$ cat src/rtl/decode_pkg.sv
// Decode package: opcode map, ALU control codes, the decoded-control record
// and the combinational opcode table shared by the decode stage.
package decode_pkg;

    // The opcode table is defined for 5-bit opcodes.
    localparam int OPC_BITS = 5;

    typedef logic [OPC_BITS-1:0] opcode_t;
    typedef logic [2:0]          alu_ctrl_t;

    localparam opcode_t OP_ADD  = 5'b00000;
    localparam opcode_t OP_SUB  = 5'b00010;
    localparam opcode_t OP_ADDI = 5'b00101;
    localparam opcode_t OP_BEQ  = 5'b10011;
    localparam opcode_t OP_BEQF = 5'b10101;
    localparam opcode_t OP_I2CW = 5'b11001;
    localparam opcode_t OP_NOP  = 5'b11111;

    localparam alu_ctrl_t ALU_NOP  = 3'b000;
    localparam alu_ctrl_t ALU_ADD  = 3'b001;
    localparam alu_ctrl_t ALU_SUB  = 3'b010;
    localparam alu_ctrl_t ALU_BEQ  = 3'b011;
    localparam alu_ctrl_t ALU_BEQF = 3'b100;

    // Everything the back end and the hazard logic need to know about one opcode.
    typedef struct packed {
        alu_ctrl_t alu_ctrl;
        logic      rd_wen;    // writes o_dest in the register file
        logic      i2c_ctrl;  // requests an I2C transfer
        logic      uses_src;  // reads the src register (RAW hazard source)
        logic      uses_imm;  // immediate field is forwarded
        logic      illegal;   // unknown opcode, executed as NOP
    } dec_ctrl_t;

    // Combinational opcode table.
    function automatic dec_ctrl_t decode_opcode(input opcode_t opc);
        dec_ctrl_t c;
        // NOTE: every field starts at zero so each path assigns the whole
        // record; a field left unassigned in combinational logic infers a latch.
        c          = '0;
        c.uses_imm = opc[0];
        case (opc)
            OP_ADD: begin
                c.alu_ctrl = ALU_ADD;
                c.rd_wen   = 1'b1;
                c.uses_src = 1'b1;
            end
            OP_SUB: begin
                c.alu_ctrl = ALU_SUB;
                c.rd_wen   = 1'b1;
                c.uses_src = 1'b1;
            end
            OP_ADDI: begin
                c.alu_ctrl = ALU_ADD;
                c.rd_wen   = 1'b1;
            end
            OP_BEQ: begin
                c.alu_ctrl = ALU_BEQ;
                c.uses_src = 1'b1;
            end
            OP_BEQF: begin
                c.alu_ctrl = ALU_BEQF;
            end
            OP_I2CW: begin
                c.i2c_ctrl = 1'b1;
            end
            OP_NOP: begin
                c.alu_ctrl = ALU_NOP;
            end
            default: begin
                c.illegal = 1'b1;
            end
        endcase
        return c;
    endfunction

    // Branches and I2C writes carry a target address in the immediate field.
    function automatic logic carries_addr(input dec_ctrl_t c);
        return (c.alu_ctrl == ALU_BEQ) || (c.alu_ctrl == ALU_BEQF) || c.i2c_ctrl;
    endfunction

endpackage

$ cat src/rtl/instr_decode_stage_if.sv
// Decode stage bus: fetch-side handshake, writeback/I2C side inputs and the
// decoded output bundle with its back-end handshake.
interface instr_decode_stage_if #(
    parameter int OPC_W  = 5,
    parameter int REG_W  = 4,
    parameter int IMM_W  = 8,
    parameter int ADDR_W = 8
);
    localparam int INSTR_W = OPC_W + 2 * REG_W + IMM_W;

    // Fetch side
    logic [INSTR_W-1:0] i_instr;
    logic               i_valid;
    logic               o_ready;
    logic               i_flush;

    // Writeback and I2C status
    logic               i_wb_valid;
    logic [REG_W-1:0]   i_wb_reg;
    logic               i_i2c_busy;

    // Back-end side
    logic               o_valid;
    logic               i_ready;
    logic [REG_W-1:0]   o_dest;
    logic [REG_W-1:0]   o_src;
    logic [IMM_W-1:0]   o_imm;
    logic [ADDR_W-1:0]  o_addr;
    logic [2:0]         o_alu_ctrl;
    logic               o_rd_wen;
    logic               o_i2c_ctrl;
    logic               o_illegal;

    // The decode stage itself.
    modport slave (
        input  i_instr, i_valid, i_flush, i_wb_valid, i_wb_reg, i_i2c_busy, i_ready,
        output o_ready, o_valid, o_dest, o_src, o_imm, o_addr, o_alu_ctrl,
               o_rd_wen, o_i2c_ctrl, o_illegal
    );

    // Whoever drives instructions and consumes decoded results.
    modport master (
        output i_instr, i_valid, i_flush, i_wb_valid, i_wb_reg, i_i2c_busy, i_ready,
        input  o_ready, o_valid, o_dest, o_src, o_imm, o_addr, o_alu_ctrl,
               o_rd_wen, o_i2c_ctrl, o_illegal
    );

endinterface

$ cat src/rtl/reg_scoreboard.sv
// Register scoreboard: one busy bit per register, set when a writer leaves the
// decode stage and cleared when its writeback completes. Two query ports
// report whether a register is busy or reserved by the writer currently held
// in the decode output register.
module reg_scoreboard #(
    parameter int REG_W = 4
) (
    input  logic             clk,
    input  logic             rst_n,
    input  logic             set_en,
    input  logic [REG_W-1:0] set_reg,
    input  logic             clr_en,
    input  logic [REG_W-1:0] clr_reg,
    input  logic             pend_en,
    input  logic [REG_W-1:0] pend_reg,
    input  logic [REG_W-1:0] query_src,
    input  logic [REG_W-1:0] query_dest,
    output logic             src_busy,
    output logic             dest_busy
);
    localparam int NREGS = 1 << REG_W;

    logic [NREGS-1:0] busy;

    // Busy-bit update: set has priority over a same-cycle clear of that register.
    always_ff @(posedge clk or negedge rst_n) begin
        // NOTE: this vector is reset, unlike a storage RAM: a stale busy bit
        // after reset would stall the pipeline forever.
        if (!rst_n) begin
            busy <= '0;
        end else begin
            for (int i = 0; i < NREGS; i++) begin
                // NOTE: non-blocking assignments keep every bit reading the
                // pre-edge state, so ordering inside this block cannot matter.
                if (set_en && (set_reg == REG_W'(i))) begin
                    busy[i] <= 1'b1;
                end else if (clr_en && (clr_reg == REG_W'(i))) begin
                    busy[i] <= 1'b0;
                end
            end
        end
    end

    // A writer still held in the output register has not set its bit yet,
    // but its destination is already in flight.
    assign src_busy  = busy[query_src]  || (pend_en && (pend_reg == query_src));
    assign dest_busy = busy[query_dest] || (pend_en && (pend_reg == query_dest));

endmodule

$ cat src/rtl/instr_decode_stage.sv
// Registered instruction decode stage for the OLED sequencer core.
// Splits an instruction into fields, decodes control, stalls on register
// hazards and I2C back-pressure, and holds one decoded entry for the back end.
module instr_decode_stage
    import decode_pkg::*;
#(
    parameter int OPC_W  = 5,
    parameter int REG_W  = 4,
    parameter int IMM_W  = 8,
    parameter int ADDR_W = 8
) (
    input  logic                  i_clk,
    input  logic                  i_rst_n,
    instr_decode_stage_if.slave   bus
);
    localparam int INSTR_W = OPC_W + 2 * REG_W + IMM_W;

    // ---------------------------------------------------------------
    // Field split and decode of the incoming instruction
    // ---------------------------------------------------------------
    logic [INSTR_W-1:0] instr;
    logic [OPC_W-1:0]   f_opc;
    logic [REG_W-1:0]   f_dest;
    logic [REG_W-1:0]   f_src;
    logic [IMM_W-1:0]   f_imm;
    dec_ctrl_t          dec;
    logic [IMM_W-1:0]   imm_d;
    logic [ADDR_W-1:0]  addr_d;

    assign instr                       = bus.i_instr;
    assign {f_opc, f_dest, f_src, f_imm} = instr;
    assign dec                         = decode_opcode(OPC_BITS'(f_opc));
    assign imm_d                       = dec.uses_imm ? f_imm : '0;
    assign addr_d                      = carries_addr(dec) ? f_imm[ADDR_W-1:0] : '0;

    // ---------------------------------------------------------------
    // Output register state
    // ---------------------------------------------------------------
    logic              valid_q;
    logic [REG_W-1:0]  dest_q;
    logic [REG_W-1:0]  src_q;
    logic [IMM_W-1:0]  imm_q;
    logic [ADDR_W-1:0] addr_q;
    alu_ctrl_t         alu_q;
    logic              wen_q;
    logic              i2c_q;
    logic              ill_q;

    // ---------------------------------------------------------------
    // Hazard detection and handshake
    // ---------------------------------------------------------------
    logic src_busy;
    logic dest_busy;
    logic i2c_block;
    logic stall;
    logic ready;
    logic accept;
    logic handoff;

    // Only one I2C transfer may be outstanding: block while the controller
    // is busy or while an I2CW is still waiting at the output.
    assign i2c_block = bus.i_i2c_busy || (valid_q && i2c_q);

    // Illegal opcodes decode with all control zero, so they never stall.
    assign stall = bus.i_valid &&
                   ((dec.uses_src && src_busy)  ||
                    (dec.rd_wen   && dest_busy) ||
                    (dec.i2c_ctrl && i2c_block));

    // Reset level gates ready directly so nothing is accepted while held in reset.
    assign ready   = i_rst_n && (!valid_q || bus.i_ready) && !stall && !bus.i_flush;
    assign accept  = bus.i_valid && ready;
    assign handoff = valid_q && bus.i_ready;

    reg_scoreboard #(
        .REG_W (REG_W)
    ) u_scoreboard (
        .clk        (i_clk),
        .rst_n      (i_rst_n),
        .set_en     (handoff && wen_q),
        .set_reg    (dest_q),
        .clr_en     (bus.i_wb_valid),
        .clr_reg    (bus.i_wb_reg),
        .pend_en    (valid_q && wen_q),
        .pend_reg   (dest_q),
        .query_src  (f_src),
        .query_dest (f_dest),
        .src_busy   (src_busy),
        .dest_busy  (dest_busy)
    );

    // Output register: load on accept, empty on handoff or flush, hold otherwise.
    // A flush that coincides with a handoff still lets the handoff complete;
    // the scoreboard set above depends only on handoff.
    always_ff @(posedge i_clk or negedge i_rst_n) begin
        if (!i_rst_n) begin
            valid_q <= 1'b0;
            dest_q  <= '0;
            src_q   <= '0;
            imm_q   <= '0;
            addr_q  <= '0;
            alu_q   <= ALU_NOP;
            wen_q   <= 1'b0;
            i2c_q   <= 1'b0;
            ill_q   <= 1'b0;
        end else if (accept) begin
            valid_q <= 1'b1;
            dest_q  <= f_dest;
            src_q   <= f_src;
            imm_q   <= imm_d;
            addr_q  <= addr_d;
            alu_q   <= dec.alu_ctrl;
            wen_q   <= dec.rd_wen;
            i2c_q   <= dec.i2c_ctrl;
            ill_q   <= dec.illegal;
        end else if (handoff || bus.i_flush) begin
            valid_q <= 1'b0;
            dest_q  <= '0;
            src_q   <= '0;
            imm_q   <= '0;
            addr_q  <= '0;
            alu_q   <= ALU_NOP;
            wen_q   <= 1'b0;
            i2c_q   <= 1'b0;
            ill_q   <= 1'b0;
        end
    end

    // ---------------------------------------------------------------
    // Outputs
    // ---------------------------------------------------------------
    assign bus.o_ready    = ready;
    assign bus.o_valid    = valid_q;
    assign bus.o_dest     = dest_q;
    assign bus.o_src      = src_q;
    assign bus.o_imm      = imm_q;
    assign bus.o_addr     = addr_q;
    assign bus.o_alu_ctrl = alu_q;
    assign bus.o_rd_wen   = wen_q;
    assign bus.o_i2c_ctrl = i2c_q;
    assign bus.o_illegal  = ill_q;

endmodule

$ cat src/flat_wrapper.sv
// flat-port wrapper written by rule: the top's interface ports become plain ports
module instr_decode_stage_flat import decode_pkg::*;
#(
    parameter int OPC_W  = 5,
    parameter int REG_W  = 4,
    parameter int IMM_W  = 8,
    parameter int ADDR_W = 8
)
  (i_clk, i_rst_n, bus_i_instr, bus_i_valid, bus_i_flush, bus_i_wb_valid, bus_i_wb_reg, bus_i_i2c_busy, bus_i_ready, bus_o_ready, bus_o_valid, bus_o_dest, bus_o_src, bus_o_imm, bus_o_addr, bus_o_alu_ctrl, bus_o_rd_wen, bus_o_i2c_ctrl, bus_o_illegal);
  instr_decode_stage_if #(.OPC_W(OPC_W), .REG_W(REG_W), .IMM_W(IMM_W), .ADDR_W(ADDR_W)) bus_i ();
  input  logic i_clk;
  input  logic i_rst_n;
  input wire logic [$bits(bus_i.i_instr)-1:0] bus_i_instr;
  input wire logic [$bits(bus_i.i_valid)-1:0] bus_i_valid;
  input wire logic [$bits(bus_i.i_flush)-1:0] bus_i_flush;
  input wire logic [$bits(bus_i.i_wb_valid)-1:0] bus_i_wb_valid;
  input wire logic [$bits(bus_i.i_wb_reg)-1:0] bus_i_wb_reg;
  input wire logic [$bits(bus_i.i_i2c_busy)-1:0] bus_i_i2c_busy;
  input wire logic [$bits(bus_i.i_ready)-1:0] bus_i_ready;
  output wire logic [$bits(bus_i.o_ready)-1:0] bus_o_ready;
  output wire logic [$bits(bus_i.o_valid)-1:0] bus_o_valid;
  output wire logic [$bits(bus_i.o_dest)-1:0] bus_o_dest;
  output wire logic [$bits(bus_i.o_src)-1:0] bus_o_src;
  output wire logic [$bits(bus_i.o_imm)-1:0] bus_o_imm;
  output wire logic [$bits(bus_i.o_addr)-1:0] bus_o_addr;
  output wire logic [$bits(bus_i.o_alu_ctrl)-1:0] bus_o_alu_ctrl;
  output wire logic [$bits(bus_i.o_rd_wen)-1:0] bus_o_rd_wen;
  output wire logic [$bits(bus_i.o_i2c_ctrl)-1:0] bus_o_i2c_ctrl;
  output wire logic [$bits(bus_i.o_illegal)-1:0] bus_o_illegal;
  assign bus_i.i_instr = bus_i_instr;
  assign bus_i.i_valid = bus_i_valid;
  assign bus_i.i_flush = bus_i_flush;
  assign bus_i.i_wb_valid = bus_i_wb_valid;
  assign bus_i.i_wb_reg = bus_i_wb_reg;
  assign bus_i.i_i2c_busy = bus_i_i2c_busy;
  assign bus_i.i_ready = bus_i_ready;
  assign bus_o_ready = bus_i.o_ready;
  assign bus_o_valid = bus_i.o_valid;
  assign bus_o_dest = bus_i.o_dest;
  assign bus_o_src = bus_i.o_src;
  assign bus_o_imm = bus_i.o_imm;
  assign bus_o_addr = bus_i.o_addr;
  assign bus_o_alu_ctrl = bus_i.o_alu_ctrl;
  assign bus_o_rd_wen = bus_i.o_rd_wen;
  assign bus_o_i2c_ctrl = bus_i.o_i2c_ctrl;
  assign bus_o_illegal = bus_i.o_illegal;
  instr_decode_stage #(.OPC_W(OPC_W), .REG_W(REG_W), .IMM_W(IMM_W), .ADDR_W(ADDR_W)) u_core (.i_clk(i_clk), .i_rst_n(i_rst_n), .bus(bus_i));
endmodule
$ cat config.mk
export PLATFORM = sky130hd
export DESIGN_NAME = instr_decode_stage_flat
export DESIGN_NICKNAME = d
export VERILOG_FILES = /design/src/rtl/decode_pkg.sv /design/src/rtl/instr_decode_stage_if.sv /design/src/rtl/reg_scoreboard.sv /design/src/rtl/instr_decode_stage.sv /design/src/flat_wrapper.sv
export SDC_FILE = /design/constraint.sdc
export NUM_CORES = 1
export LEC_CHECK = 0
export ABC_CLOCK_PERIOD_IN_PS = 6100
export BUFFER_PORTS_ARGS = -buffer_cell sky130_fd_sc_hd__buf_2
export CAP_MARGIN = 20
export CORE_ASPECT_RATIO = 2
export CORE_MARGIN = 4
export CORE_UTILIZATION = 58
export DETAILED_ROUTE_END_ITERATION = 8
export PLACE_DENSITY = 0.85
export RECOVER_POWER = 50
export SKIP_CTS_REPAIR_TIMING = 1
export SYNTH_ARGS = -nofsm -noshare
export SYNTH_HDL_FRONTEND = slang
export SYNTH_HIERARCHICAL = 1
export SYNTH_SLANG_ARGS = --single-unit
$ cat constraint.sdc
create_clock -name i_clk -period 6.1 [get_ports i_clk]
set_clock_uncertainty 0.2 [all_clocks]
set_input_delay 1.22 -clock i_clk [delete_from_list [all_inputs] [get_ports i_clk]]
set_output_delay 1.22 -clock i_clk [all_outputs]
set_load 0.01 [all_outputs]
# Yosys cells after proc, flatten, opt, wreduce, memory -nomap -nowiden
# Cells that the tools add are included.
[word_totals] reg_bits=47 in_bits=32 output_inout_bits=32 wordCells=205
[classes] n_lt_le_gt_ge=2 eq_ne=40 mux=56 reduce_logical=82
[op_table] op="$eq A4 B4 Y1 const B" count=16
[op_table] op="$logic_and A1 B1 Y1" count=46
[op_table] op="$mux W1" count=43
[op_table] op="$mux W8" count=5
[op_table] op="$reduce_bool A2 Y1" count=17
[op_table] op="$eq A4 B3 Y1 const B" count=8
[op_table] op="$eq A5 B5 Y1 const B" count=4
[op_table] op="$eq A4 B2 Y1 const B" count=4
[op_table] op="$mux W4" count=3
[op_table] op="$pmux W3 S4" count=1
[op_table] op="$lt A4 B5 Y1 const B" count=2
[op_table] op="$logic_or A1 B1 Y1" count=9
[op_table] op="$bmux W1 S4" count=2
[op_table] op="$eq A4 B1 Y1 const B" count=2
[op_table] op="$eq A4 B4 Y1" count=2
[op_table] op="$logic_not A4 Y1" count=2
[op_table] op="$reduce_or A7 Y1" count=1
[op_table] op="$mux W3" count=2
[op_table] op="$reduce_or A3 Y1" count=2
[op_table] op="$eq A5 B2 Y1 const B" count=1
[op_table] op="$eq A5 B3 Y1 const B" count=1
[op_table] op="$logic_not A5 Y1" count=1
[op_table] op="$eq A3 B2 Y1 const B" count=1
[op_table] op="$eq A3 B3 Y1 const B" count=1
[op_table] op="2 further kinds" count=4

# Depth between registers and ports, before layout
# Gate-level depths: netlist (run 1).
[logic_depth] word_depth=12 depth_mapped=9 mapped_depth_nobuf=7

# Hierarchy
# Netlist (run 1), hierarchy kept.
[by_module_without_submodules] module="instr_decode_stage" n_inst=1 cells_each=166 area_each_um2=1649.1 seq_area_each_um2=775.7
[by_module_without_submodules] module="reg_scoreboard" n_inst=1 cells_each=103 area_each_um2=1054.8 seq_area_each_um2=400.4

# Least setup slack after synthesis (run 1)
# OpenSTA, ideal clock, no wires.
[synth_path] path_kind="input port to output port" startpoint="input bus_i_instr[8]" endpoint="output bus_o_ready" t_arrival_ns=2.645 t_required_ns=4.680 slack_ns=2.035 cell_stages=8 n_path_buf=1 cell_sequence="buf_6 > mux4_2 > and3b_1 > a31oi_1 > o211ai_1 > o211ai_2 > nand3_1 > a21oi_1"
[synth_via] elab_chain_len=10 word_cells_on_any_way=12 classes_between="eq/ne: 1; mux: 2; reduce/logical: 9"
[synth_rtl] item="from (decl)" line="flat_wrapper.sv:13" text="input wire logic [$bits(bus_i.i_instr)-1:0] bus_i_instr;"
[synth_rtl] item="$bmux W1 S4 or $eq A4 B4 Y1 (tied branches)" line="reg_scoreboard.sv:46" text="assign src_busy = busy[query_src] || (pend_en && (pend_reg == query_src));"
[synth_rtl] item="$mux W1 (not written as such) or $logic_and A1 B1 Y1 (tied branches)" line="reg_scoreboard.sv:46"
[synth_rtl] item="$logic_or A1 B1 Y1 *" line="reg_scoreboard.sv:46"
[synth_rtl] item="via u_core.src_busy" line="instr_decode_stage.sv:52" text="logic src_busy;"
[synth_rtl] item="$logic_and A1 B1 Y1 *" line="instr_decode_stage.sv:66" text="((dec.uses_src && src_busy) ||"
[synth_rtl] item="$logic_or A1 B1 Y1 *" line="instr_decode_stage.sv:66"
[synth_rtl] item="$logic_or A1 B1 Y1 *" line="instr_decode_stage.sv:67" text="(dec.rd_wen && dest_busy) ||"
[synth_rtl] item="$logic_and A1 B1 Y1 *" line="instr_decode_stage.sv:65" text="assign stall = bus.i_valid &&"
[synth_rtl] item="$logic_not A1 Y1 *" line="instr_decode_stage.sv:71" text="assign ready = i_rst_n && (!valid_q || bus.i_ready) && !stall && !bus.i_flush;"
[synth_rtl] item="$logic_and A1 B1 Y1 * (2 in a row)" line="instr_decode_stage.sv:71"
[synth_rtl] item="to (decl)" line="flat_wrapper.sv:20" text="output wire logic [$bits(bus_i.o_ready)-1:0] bus_o_ready;"
# Mark *: on every way through the listed nets, which the timed path passes. The rest lies on a longest branch. The select of a mux whose other input is x is not followed.

# Worst setup path in the final report (run 1)
# Ends and elaborated chain as after synthesis.

==> results of run 1 <==
## sequential cells by signal (all words and copies together) (netlist names)
signal                    flops
u_core/bus.o_addr             8
u_core/bus.o_rd_wen           1
u_core/bus.o_dest             4
u_core/bus.o_illegal          1
u_core/bus.o_src              4
u_core/bus.o_i2c_ctrl         1
u_core/u_scoreboard/busy     16
u_core/bus.o_alu_ctrl         3
u_core/bus.o_imm              8
u_core/bus.o_valid            1
## how the worst min path moves through the flow
stage / cells past startpoint / end / slack, ns / start
after floorplan: 2 / u_core/u_scoreboard/busy[14]$_DFFE_PN0P_ / 0.28 / u_core/u_scoreboard/busy[14]$_DFFE_PN0P_
after global routing: 2 / u_core/bus.o_src[0]$_DFFE_PN0P_ / 0.35 / u_core/bus.o_src[0]$_DFFE_PN0P_
after CTS: 2 / u_core/bus.o_imm[0]$_DFFE_PN0P_ / 0.33 / u_core/bus.o_imm[0]$_DFFE_PN0P_
after detailed placement: 2 / u_core/bus.o_imm[0]$_DFFE_PN0P_ / 0.32 / u_core/bus.o_imm[0]$_DFFE_PN0P_
after global placement: 2 / u_core/u_scoreboard/busy[5]$_DFFE_PN0P_ / 0.31 / u_core/u_scoreboard/busy[5]$_DFFE_PN0P_
final: 2 / u_core/bus.o_imm[0]$_DFFE_PN0P_ / 0.33 / u_core/bus.o_imm[0]$_DFFE_PN0P_
## worst reg2reg max path, delay by kind of cell (launching register included)
kind | cells | cell delay (ns)
compound gates | 3 | 0.43
flops | 1 | 0.42
mux | 2 | 0.90
simple gates | 2 | 0.80
## power by group
| part | internal, W | switching [W] |
|---|---|---|
| Combinational | 0.0000341 | 0.0000524 |
| Clock | 0.0000798 | 0.000107 |
| Sequential | 0.000318 | 0.00000806 |
| Total | 0.000432 | 0.000167 |
## stage by stage
| step | util, % | hold WS (ns) | cell area [sq um] | worst slack (ns) |
|---|---|---|---|---|
| 2_1_floorplan | - | 0.279 | 2700 | 2.04 |
| 5_1_grt | 69.7 | 0.353 | 3080 | 1.61 |
| 6_report | 69.7 | 0.327 | 3080 | 1.73 |
| 4_1_cts | 69.7 | 0.330 | 3090 | 1.73 |
| 3_5_place_dp | 67.7 | 0.317 | 3000 | 1.73 |
| 3_3_place_gp | 67.7 | 0.307 | 3000 | 1.77 |
## cells in the mapped netlist (3+ instances only)
library cell and count:
xnor2_1 4, nand2b_1 7, nand2_1 47, mux4_1 3
nand3b_1 5, o211ai_1 3, mux2i_1 34, mux4_2 4
inv_1 8, nand3_1 16, buf_6 6, nor3b_1 3
nor2_1 7, clkbuf_1 7, a21oi_1 3, and3b_1 3
xor2_1 6, o21ai_0 35, dfrtp_1 47
## final cells by class
cell class                      count  area, sq um
Multi-Input combinational cell    200         1390
Fill cell                         384         1340
Sequential cell                    47         1180
Timing Repair Buffer               65          327
Clock buffer                        5         68.8
Tap cell                           54         67.6
Inverter                            8         30.0
Clock inverter                      3         20.0
## logic make-up after synthesis
logic type / share of synthesized area [%]
AND/OR/NAND/NOR: 18.5
multiplexers: 18.8
buffers and inverters: 5.14
AO/OA/AOI/OAI: 10.8
XOR/XNOR: 3.24
flip-flops: 43.5
## routing by layer
| metal | part of all wire (%) | global-route usage [%] | routed length, um |
|---|---|---|---|
| met4 | 4.9 | 14.3 | 323 |
| met1 | 34 | 23.4 | 2290 |
| met3 | 6.3 | 4.81 | 419 |
| met2 | 54 | 41.7 | 3620 |
| met5 | 0 | 0 | 0 |
==> reports/results.txt, run 1 <==
The flow ran to the end, and the final reports show no timing, DRC or antenna violations. TritonCTS built the clock tree. The insertion delay of the later-clocked pin in the worst-skew pair is 0.30 ns, and the maximum cell stage delay along the critical path is 0.51 ns. The post-synth net total was 301; the peak clock frequency supported by timing was 229 MHz. Data arrives at the worst endpoint at 2.95 ns. In this run the worst hold path is classified as reg -> reg. After synthesis, the netlist uses 36 different library cells. In this run the worst setup path terminates at bus_o_ready.

The mean cell area of the mapped netlist is 10.1 sq um, and the pin count of the biggest net entering global routing is 50. IR analysis of the VDD net gives a maximum drop of 0.000207 V. The number of antenna violations at the first check in global routing is 0, and the register-to-register setup slack is 3.27 ns. The final critical-path share of the clock period is 71.7%. Subtracting the final worst setup slack from the clock period gives 4.37 ns.

End of the worst register-to-register path: u_core/bus.o_src[2]$_DFFE_PN0P_. The share of post-route cells with drive strength above 1 is 24.7%. Once detailed placement completed, the half-perimeter wirelength came to 5.05 mm. Clock-pin slew was measured on the worst setup and hold paths at 0.09 ns.

After synthesis, the share of flip-flops with an asynchronous set or reset is 100%. The headroom to the max-slew limit was 51.4%; the total power draw was 0.000599 W. STA classifies the critical path startpoint as an input pin. In this run the horizontal extent of the chip is 56.3 um.

In the post-synthesis netlist, the biggest area contributors are dfrtp_1 (43%), mux2i_1 (13%), nand2_1 (6.5%). Detailed routing inserted a total of 2302 vias. The count of antenna-violating nets left after detailed routing was 0. For this run, design rule violations remaining after detail routing come to 0. Counting flops with a built-in enable in the synthesized netlist gives 0. In this run the count of I/O pins placed on the die edge is 64.

The final RePlAce weighted congestion was 0.911; the cell area after synthesis was 2700 sq um. Among all flip-flop cells after synthesis, the most frequent one is dfrtp_1. The tools report the cell at the root of the clock tree as clkbuf_8.

Of the synthesized area, sequential elements account for 43.5%. In this run the critical register-to-register path is launched from u_core/u_scoreboard/busy[11]$_DFFE_PN0P_. The top fanout value on the critical path is 6, and the worst reg2reg path depth is 7. The most used cell along the critical path was buf_2.

Tracing the worst setup path back leads to its startpoint at bus_i_instr[8]. For the count of warnings emitted by yosys, the log shows 6. The finished layout holds 382 standard cells, fillers aside. The run gives 61.1% as the initial standard-cell utilization of the core. After floorplanning, the core was sized to cover 4420 sq um. The wire length of the first global-routing pass was 10.7 mm.

Summed over all cells, the static leakage comes to 1.65 nW. The run gives 0 as the number of pins exceeding their max-slew limit in the final report. Family of cells with the greatest summed delay on the critical path: compound AO/OA/AOI/OAI gates.

From synthesis to final layout, the design area changed by 14.0%. The detailed router finished its first iteration with 98 violations. The tools report the required time at the worst-slack endpoint as 4.68 ns. The number of hold violations in the final report was 0. The via count of the first global-routing pass is 2314, and the maximum root-to-sink buffer count is 2. The run gives 0 as the final antenna diode count. The number of buffers and inverters on the critical path is 2.

Measured along the y axis, the die boundary spans 105 um. In the layout the commonest cells are buf_2 (60), nand2_1 (47), dfrtp_1 (47). In this run, CTS created clock tree buffers numbering 5.

For the synthesized instance count, the log shows 269. Buffers placed on the I/O ports in this run total 63. The total overflow left after global routing is 0. In the final routed layout, each cell accounts on average for 17.4 um. The total iterations of the first detailed-routing run came out at 4. The synthesized design spends more area on one cell type than any other, namely dfrtp_1. Setup repair after global routing left no endpoint under its margin.

Summed over its instances, the top area cell type makes up 43.5% of the synthesized netlist area. The number of logic stages on the critical path including buffering was 9. The sort of element at the end of the critical path is a primary output.

The synthesized design contains 47 register bits. For the pin with the worst max-slew slack, the measured transition is 0.728 ns. Across the run, the number of max-cap violations was 0. In this run the power density over the cells is 194 nW/um^2.

The H-tree was split into 2 levels. The floorplan step defined a die boundary enclosing 5880 sq um. Traced cell by cell, the critical path runs through buf_2 -> mux4_2 -> and3b_1 -> a31oi_1 -> o211ai_1 -> o211ai_2 -> nand3_1 -> a21oi_1 -> buf_2. The number of placement rows came out at 34. In the final design database the tool counted 359 nets.

The critical setup path kind was in -> out. After detailed routing, the total wire length is 6.66 mm. Clock tree synthesis found a total of 47 sinks. The master of the slowest instance on the critical path is mux4_2.

The instance count after placement with tap cells included was 374; the sum of negative setup slack was 0 ns. The library cell used most frequently in the layout, excluding fill and tap cells, is buf_2. The number of setup violations in the final report is 0. Global routing used 23.1% of the available tracks.

Mean number of vias per cell: 6.03.
Note: power is estimated with default switching activity, not from simulation.
==> inputs of run 2 (changes only) <==
--- a/config.mk
+++ b/config.mk
@@ -5,14 +5,15 @@
 export SDC_FILE = /design/constraint.sdc
 export NUM_CORES = 1
 export LEC_CHECK = 0
-export ABC_CLOCK_PERIOD_IN_PS = 6100
+export ABC_AREA = 1
+export ABC_CLOCK_PERIOD_IN_PS = 4520
 export BUFFER_PORTS_ARGS = -buffer_cell sky130_fd_sc_hd__buf_2
 export CAP_MARGIN = 20
 export CORE_ASPECT_RATIO = 2
 export CORE_MARGIN = 4
-export CORE_UTILIZATION = 58
+export CORE_UTILIZATION = 56
 export DETAILED_ROUTE_END_ITERATION = 8
-export PLACE_DENSITY = 0.85
+export PLACE_DENSITY = 0.81
 export RECOVER_POWER = 50
 export SKIP_CTS_REPAIR_TIMING = 1
 export SYNTH_ARGS = -nofsm -noshare
==> constraint.sdc (replaced) <==
create_clock -name i_clk -period 4.52 [get_ports i_clk]
set_clock_uncertainty 0.2 [all_clocks]
set_input_delay 0.904 -clock i_clk [delete_from_list [all_inputs] [get_ports i_clk]]
set_output_delay 0.904 -clock i_clk [all_outputs]
set_load 0.01 [all_outputs]
==> run 2 against run 1 <==
Die area up 20%. Clock-buffer cell count up 1. Synthesized area up 18%. Critical path depth up 2. The run now ends with max-capacitance violations, max-slew violations left. Sequential power up 37%. Cell area up 16%. First-iteration DRC count up 63%. Clock power up 81%. Critical endpoint unchanged. Synthesized cell count up 58%. Cell count up 41%. Non-clock buffer count up 2. Utilization down 4.3 points.
==> reports/results.txt, run 2 <==
The flow ran to the end, but the final reports show violations. The checks that failed: max-capacitance violations, max-slew violations. The number of input and output port buffers inserted is 63 (unchanged), and the clock period minus worst slack is 3.28 ns. The run gives 0 (unchanged) as the count of antenna-violating nets left after detailed routing.

The predominant post-synthesis flop cell was dfrtp_1. Mean number of vias per cell: 5.62 (-6.7%). Traced cell by cell, the critical path runs through buf_2 -> inv_1 -> nor2_1 -> nor3_2 -> nand3b_1 -> nand3_1 -> nand2_2 -> nand2_2 -> nor2_4 -> o21a_1 -> buf_2. The tools report the cell area after synthesis as 3200 sq um (+18%).

The share of post-route cells with drive strength above 1 was 25.4% (+0.72 points). Mean cell area of the mapped netlist: 7.52 sq um (-25%). Number of remaining DRC errors: 0 (unchanged).

The sum of negative setup slack is 0 ns (unchanged), and the initial standard-cell utilization of the core is 58.4% (-2.7 points). The top cell types in the final layout, fill and taps aside, are nand2_1 (121), inv_1 (59), buf_2 (54). For the post-layout instance count excluding filler cells, the log shows 540 (+41%).

The logs give 1.24 ns (-0.484 ns) for the final setup slack of the worst path and 0.942 (+3.3%) for the final RePlAce weighted congestion. The static leakage was 2.06 nW (+24%). The distinct cell type count of the synthesized netlist came out at 25 (-31%). The library cell used most frequently in the layout, excluding fill and tap cells, is nand2_1. The path class of the tightest hold or removal check is reg -> reg. The final critical path takes up 72.5% of the cycle.

The flip-flop count of the largest register after layout works out to 16 (unchanged). The total power divided by cell area was 266 nW/um^2 (+37%). The final wirelength is 8.77 mm (+32%), and the sequential area share after synthesis is 36.8% (-6.7 points). Critical path arrival: 2.17 ns (-0.78 ns). The register bit count reported by yosys is 47 (unchanged), and the post-DP HPWL is 6.72 mm (+33%). The instance count after placement with tap cells included is 532 (+42%), and the signed area change from the synthesized netlist to the final layout is 11.9%.

STA classifies the critical path endpoint as a primary output. The worst setup path is of the in -> out kind. For the insertion delay of the later-clocked pin in the worst-skew pair, the log shows 0.32 ns (+0.02 ns).

The tools report the number of hold violations in the final report as 0 (unchanged). The via count is 3035 (+32%), and the maximum cell stage delay along the critical path is 0.17 ns (-0.34 ns). For the post-synth net total, the log shows 457 (+52%).

The logs give 4 (unchanged) for the total iterations of the first detailed-routing run and 6 (unchanged) for the count of warnings emitted by yosys. The register ranked first by flip-flop count is u_core/u_scoreboard/busy. The tools report the number of max-capacitance violations reported as 1 (+1).

By area the synthesized netlist is led by dfrtp_1 (37%), nand2_1 (14%), nand3_2 (11%). Detailed-route wire length per cell: 16.2 um (-6.8%). The final global-route overflow total came out at 0 (unchanged). The slowest stage of the critical path is the o21a_1 cell.

The wire length of the first global-routing pass is 14.3 mm (+33%), and the clock transition at the register clock pins on the worst setup and hold paths after CTS is 0.10 ns (about the same). Via count of the first global-routing pass: 3009 (+30%). The number of sinks handled by clock tree synthesis is 47 (unchanged), and the top fanout value on the critical path is 6 (unchanged). The logs give 64 (unchanged) for the number of top-level design ports and 511 (+42%) for the number of nets in the layout.

The final standard cell utilization of the core was 65.4% (-4.3 points). The iteration-0 DRC count of the detailed router was 160 (+63%). The cell accounting for the most synthesized area is dfrtp_1. The H-tree level count is 2 (unchanged), and the number of enable-type register cells in the synthesized netlist is 0 (unchanged). Peak clock frequency supported by timing: 305 MHz.

The most used standard cell by instance count after synthesis was nand2_1. TritonCTS built the clock tree. For the maximum root-to-sink buffer count, the log shows 2 (unchanged). The number of antenna violations at the first check in global routing was 0 (unchanged). Setup repair after global routing left no endpoint under its margin. The number of pins exceeding their max-slew limit in the final report is 48 (+48), and the worst supply voltage drop on vdd is 0.000249 V (+20%).

Number of setup violations in the final report: 0 (unchanged). The tools report the critical path launch point type as an input pin. The proportion of synthesized flip-flops having asynchronous set or reset came out at 100% (unchanged). The CTS buffer count was 5 (unchanged); the overall die height was 115 um (+9.8%).

The final antenna diode count was 0 (unchanged). The die extent in x works out to 61.4 um (+9.1%). The slew of the pin with the lowest slew margin came out at 2.57 ns (+1.84 ns). The share of Yosys cell area claimed by the top area cell type came out at 36.8% (-6.7 points). The number of placement rows is 38 (+12%). After synthesis, the most frequently instantiated cells are nand2_1 (121), inv_1 (59), nand3_1 (48). The post-placement worst setup slack is 1.26 ns (-0.474 ns). The die outline area came out at 7050 sq um (+20%). The tree is rooted in a clkbuf_8. The required time at the worst-slack endpoint was 3.42 ns (-1.26 ns). The logs give 5470 sq um (+24%) for the core area and -71.5% (-120 points) for the headroom to the max-slew limit. The tools report the aggregate global-route resource usage as 27.1% (+4.0 points). The run gives 48 (-4.0%) as the pin count of the biggest net entering global routing. For the synthesized instance count, the log shows 425 (+58%).
[run 2: report_power, final]
group	internal (W)	total, W	leakage (nW)	switching (W)
Combinational	0.0000496	0.000166	1.35	0.000117
Clock	0.000182	0.000338	0.0618	0.000156
Sequential	0.000432	0.000447	0.649	0.0000145
Total	0.000664	0.000951	2.06	0.000287
[run 2: path summary, 6_finish.rpt]
check	depth (start not counted)	slack [ns]	startpoint	endpoint
worst max-delay path	11	1.24	bus_i_instr[13]	bus_o_ready
min in group asynchronous	2	1.36	i_rst_n	u_core/bus.o_alu_ctrl[1]$_DFFE_PN0P_
worst max register to register	9	2.00	u_core/bus.o_dest[3]$_DFFE_PN0P_	u_core/bus.o_i2c_ctrl$_DFFE_PN0P_
max in group asynchronous	2	1.31	i_rst_n	u_core/u_scoreboard/busy[13]$_DFFE_PN0P_
worst min register to register	2	0.31	u_core/bus.o_addr[3]$_DFFE_PN0P_	u_core/bus.o_addr[3]$_DFFE_PN0P_
worst min-delay path	2	0.31	u_core/bus.o_addr[3]$_DFFE_PN0P_	u_core/bus.o_addr[3]$_DFFE_PN0P_
[run 2: stage by stage]
step	power, W	instance area, sq um	hold WS [ns]
2_1_floorplan	0.000561	3200	0.263
3_3_place_gp	0.000619	3470	0.287
3_5_place_dp	0.000622	3470	0.293
4_1_cts	0.000958	3590	0.317
5_1_grt	0.000996	3570	0.337
6_report	0.000951	3570	0.313
[run 2: final cells by class]
type / instances / area, sq um
repair buffers: 67 / 330
multi-input cells: 295 / 1620
fillers: 510 / 1890
well taps: 60 / 75.1
flip-flops and latches: 47 / 1180
clock buffers: 6 / 82.6
inverters: 63 / 251
clock inverters: 2 / 38.8
[run 2: kinds of logic after synthesis]
kind of cell / after synthesis / synth area share (%)
AND/OR/NAND/NOR: 269 / 45.6
AO/OA/AOI/OAI: 26 / 4.74
flip-flops: 47 / 36.8
buffers and inverters: 83 / 12.8
[run 2: per-layer routing]
layer / vias to the layer above / global-route usage, % / wire (um)
li1: 1494 / - / -
met1: 1411 / 29.7 / 3170
met2: 103 / 47.0 / 4750
met3: 27 / 4.27 / 413
met4: 0 / 15.9 / 438
met5: - / 0 / 0
[run 2: critical path: cells and delay by family]
family,cells,cell delay (ns)
AO/OA/AOI/OAI,1,0.17
AND/OR/NAND/NOR,7,0.66
buffers and inverters,3,0.43
==> inputs of run 3 (changes only) <==
--- a/config.mk
+++ b/config.mk
@@ -6,7 +6,7 @@
 export NUM_CORES = 1
 export LEC_CHECK = 0
 export ABC_AREA = 1
-export ABC_CLOCK_PERIOD_IN_PS = 4520
+export ABC_CLOCK_PERIOD_IN_PS = 3150
 export BUFFER_PORTS_ARGS = -buffer_cell sky130_fd_sc_hd__buf_2
 export CAP_MARGIN = 20
 export CORE_ASPECT_RATIO = 2
==> constraint.sdc (replaced) <==
create_clock -name i_clk -period 3.15 [get_ports i_clk]
set_clock_uncertainty 0.2 [all_clocks]
set_input_delay 0.63 -clock i_clk [delete_from_list [all_inputs] [get_ports i_clk]]
set_output_delay 0.63 -clock i_clk [all_outputs]
set_load 0.01 [all_outputs]
==> run 3 against run 2 <==
The run now ends clean. Clock power grew 40%. Clock-buffer cell count fell by 1. First-iteration DRC count down 1.9%. Die area did not move. Sequential share of layout area shrank 0.14 points. Setup slack worse by 0.90 ns. Via count is 2.9% higher. Hold slack worse by 0.0091 ns. Global-route usage shrank 1.1 points. Total power is 43% higher. Largest cell class unchanged.
==> reports/results.txt, run 3 (synthesis gave the netlist of run 2 again) <==
The flip-flop count of the largest register after layout works out to 16 (unchanged). Leaving out fill and tap cells, the most frequent cells in the layout are nand2_1 (121), inv_1 (59), buf_2 (57). The wire length of the first global-routing pass was 14.0 mm (-2.2%). Number of pins exceeding their max-slew limit in the final report: 0 (-100%). The tools report the number of hold violations in the final report as 0 (unchanged). For the post-layout instance count excluding filler cells, the log shows 544 (+0.74%). The tools report the worst hold slack after final layout as 0.304 ns (-0.00914 ns).

The worst setup path is captured at a primary output. The run gives 47 (unchanged) as the number of sinks handled by clock tree synthesis. The iteration-0 DRC count of the detailed router was 157 (-1.9%). The total power divided by cell area is 378 nW/um^2 (+42%).

The detailed-route wire length per cell works out to 15.9 um (-2.3%). The post-DP HPWL was 6.58 mm (-2.1%); the number of input and output port buffers inserted was 63 (unchanged). The headroom to the max-slew limit is 21.4% (+93 points).

TritonCTS built the clock tree. Slew of the pin with the lowest slew margin: 1.18 ns (-1.39 ns). The insertion delay of the later-clocked pin in the worst-skew pair was 0.32 ns (about the same); the count of antenna-violating nets left after detailed routing was 0 (unchanged). For the aggregate global-route resource usage, the log shows 26.0% (-1.1 points).

The worst setup path is of the reg -> out kind. The overall die height was 115 um (unchanged); the required time at the worst-slack endpoint was 2.32 ns (-1.10 ns). The area taken by flip-flops and latches is 1180 sq um (unchanged). The H-tree level count is 2 (unchanged), and the via count of the first global-routing pass is 3062 (+1.8%). The number of top-level design ports is 64 (unchanged), and the total of fill cells in the finished design is 496 (-2.7%). The number of remaining DRC errors is 0 (unchanged).

Critical path arrival: 1.98 ns (-0.19 ns). The clock transition at the register clock pins on the worst setup and hold paths after CTS was 0.09 ns (about the same); the static leakage was 2.08 nW (+1.2%). The total area of multi-input combinational cells was 1610 sq um (-0.69%). The path category of the worst min-delay check is reg -> reg. The signed area change from the synthesized netlist to the final layout was 12.3%. Final antenna diode count: 0 (unchanged). The final wirelength is 8.64 mm (-1.5%). The worst supply voltage drop on vdd is 0.000369 V (+48%). The via count came out at 3122 (+2.9%).

The run gives 65.7% (+0.27 points) as the final standard cell utilization of the core. u_core/u_scoreboard/busy holds more flip-flops than any other register. The die extent in x was 61.4 um (unchanged). The critical path launch point type is a register.

The share of post-route cells with drive strength above 1 was 26.4% (+1.0 points). The run finished with clean final reports. Total iterations of the first detailed-routing run: 4 (unchanged).

The tools report the number of placement rows as 38 (unchanged). For the number of nets in the layout, the log shows 515 (+0.78%). The maximum root-to-sink buffer count came out at 2 (unchanged). CTS placed an instance of clkbuf_8 at the clock tree root.

The mean number of vias per cell was 5.74 (+2.1%). The logs give 5470 sq um (unchanged) for the core area and 58.4% (unchanged) for the initial standard-cell utilization of the core. The die outline area was 7050 sq um (unchanged). The final global-route overflow total came out at 0 (unchanged). The logs give 0 (unchanged) for the number of antenna violations at the first check in global routing and 0 (-1) for the number of max-capacitance violations reported.

The CTS buffer count was 5 (unchanged); the instance count after placement with tap cells included was 536 (+0.75%). The run gives 1.01 (+7.6%) as the final RePlAce weighted congestion. For the number of setup violations in the final report, the log shows 0 (unchanged).

The clock period minus worst slack works out to 2.81 ns. The peak clock frequency supported by timing is 356 MHz, and the final critical-path share of the clock period is 89.2%. The run gives 0 ns (unchanged) as the sum of negative setup slack.

Setup repair after global routing left no endpoint under its margin. The library cell used most frequently in the layout, excluding fill and tap cells, is nand2_1. The top fanout value on the critical path works out to 6 (unchanged). The pin count of the biggest net entering global routing came out at 48 (unchanged).
## run 3: cell count changes in the layout (fill, tap and decap cells not counted), sizes merged
cell,previous run,this run
clkbuf,16,13
buf,57,63
clkinv,0,1
## run 3: cell type report
cell class / count / share of cell area (%)
multi-input cells: 295 / 44.8
flip-flops and latches: 47 / 32.8
repair buffers: 71 / 10.1
inverters: 63 / 7.01
well taps: 60 / 2.09
clock buffers: 5 / 1.92
clock inverters: 3 / 1.32
## run 3: per-layer routing
metal,GRT usage [%],up-vias,share of wire (%)
li1,-,1497,-
met1,29.0,1455,37
met2,43.7,130,52
met3,3.82,40,5.2
met4,17.4,0,5.7
met5,0,-,0
## run 3: path summary, 6_finish.rpt
kind,startpoint,end,slack [ns],cells after the start
min reg2reg,u_core/u_scoreboard/busy[10]$_DFFE_PN0P_,u_core/u_scoreboard/busy[10]$_DFFE_PN0P_,0.30,2
max reg2reg,u_core/bus.o_dest[0]$_DFFE_PN0P_,u_core/bus.o_i2c_ctrl$_DFFE_PN0P_,0.84,10
min in group asynchronous,i_rst_n,u_core/u_scoreboard/busy[2]$_DFFE_PN0P_,0.43,2
max,u_core/bus.o_valid$_DFFE_PN0P_,bus_o_ready,0.34,11
min,u_core/u_scoreboard/busy[10]$_DFFE_PN0P_,u_core/u_scoreboard/busy[10]$_DFFE_PN0P_,0.30,2
max in group asynchronous,i_rst_n,u_core/u_scoreboard/busy[4]$_DFFE_PN0P_,1.60,2
## run 3: metrics by stage
step                      setup slack, ns  area [sq um]  power, W
after detailed placement            0.437          3500  0.000893
after CTS                           0.328          3610   0.00136
after global routing                0.123          3590   0.00141
after global placement              0.474          3500  0.000889
after floorplan                     0.716          3200  0.000805
final                               0.339          3590   0.00136
## run 3: critical path, cell delays in order (launching register included)
cell and delay [ns]:
dfrtp_1 0.55, nand2_1 0.12, inv_1 0.08, o21ai_0 0.07
a21oi_1 0.14, nand3b_1 0.09, nand3_1 0.12, nand2_1 0.08
nand2_2 0.09, nor2_4 0.03, o21a_1 0.16, buf_2 0.13
## run 3: where the power goes
group / internal (W) / leakage, nW / switching (W)
registers: 0.000621 / 0.649 / 0.0000203
logic: 0.0000744 / 1.38 / 0.000167
clock network: 0.000241 / 0.0587 / 0.000232
total: 0.000936 / 2.08 / 0.000420
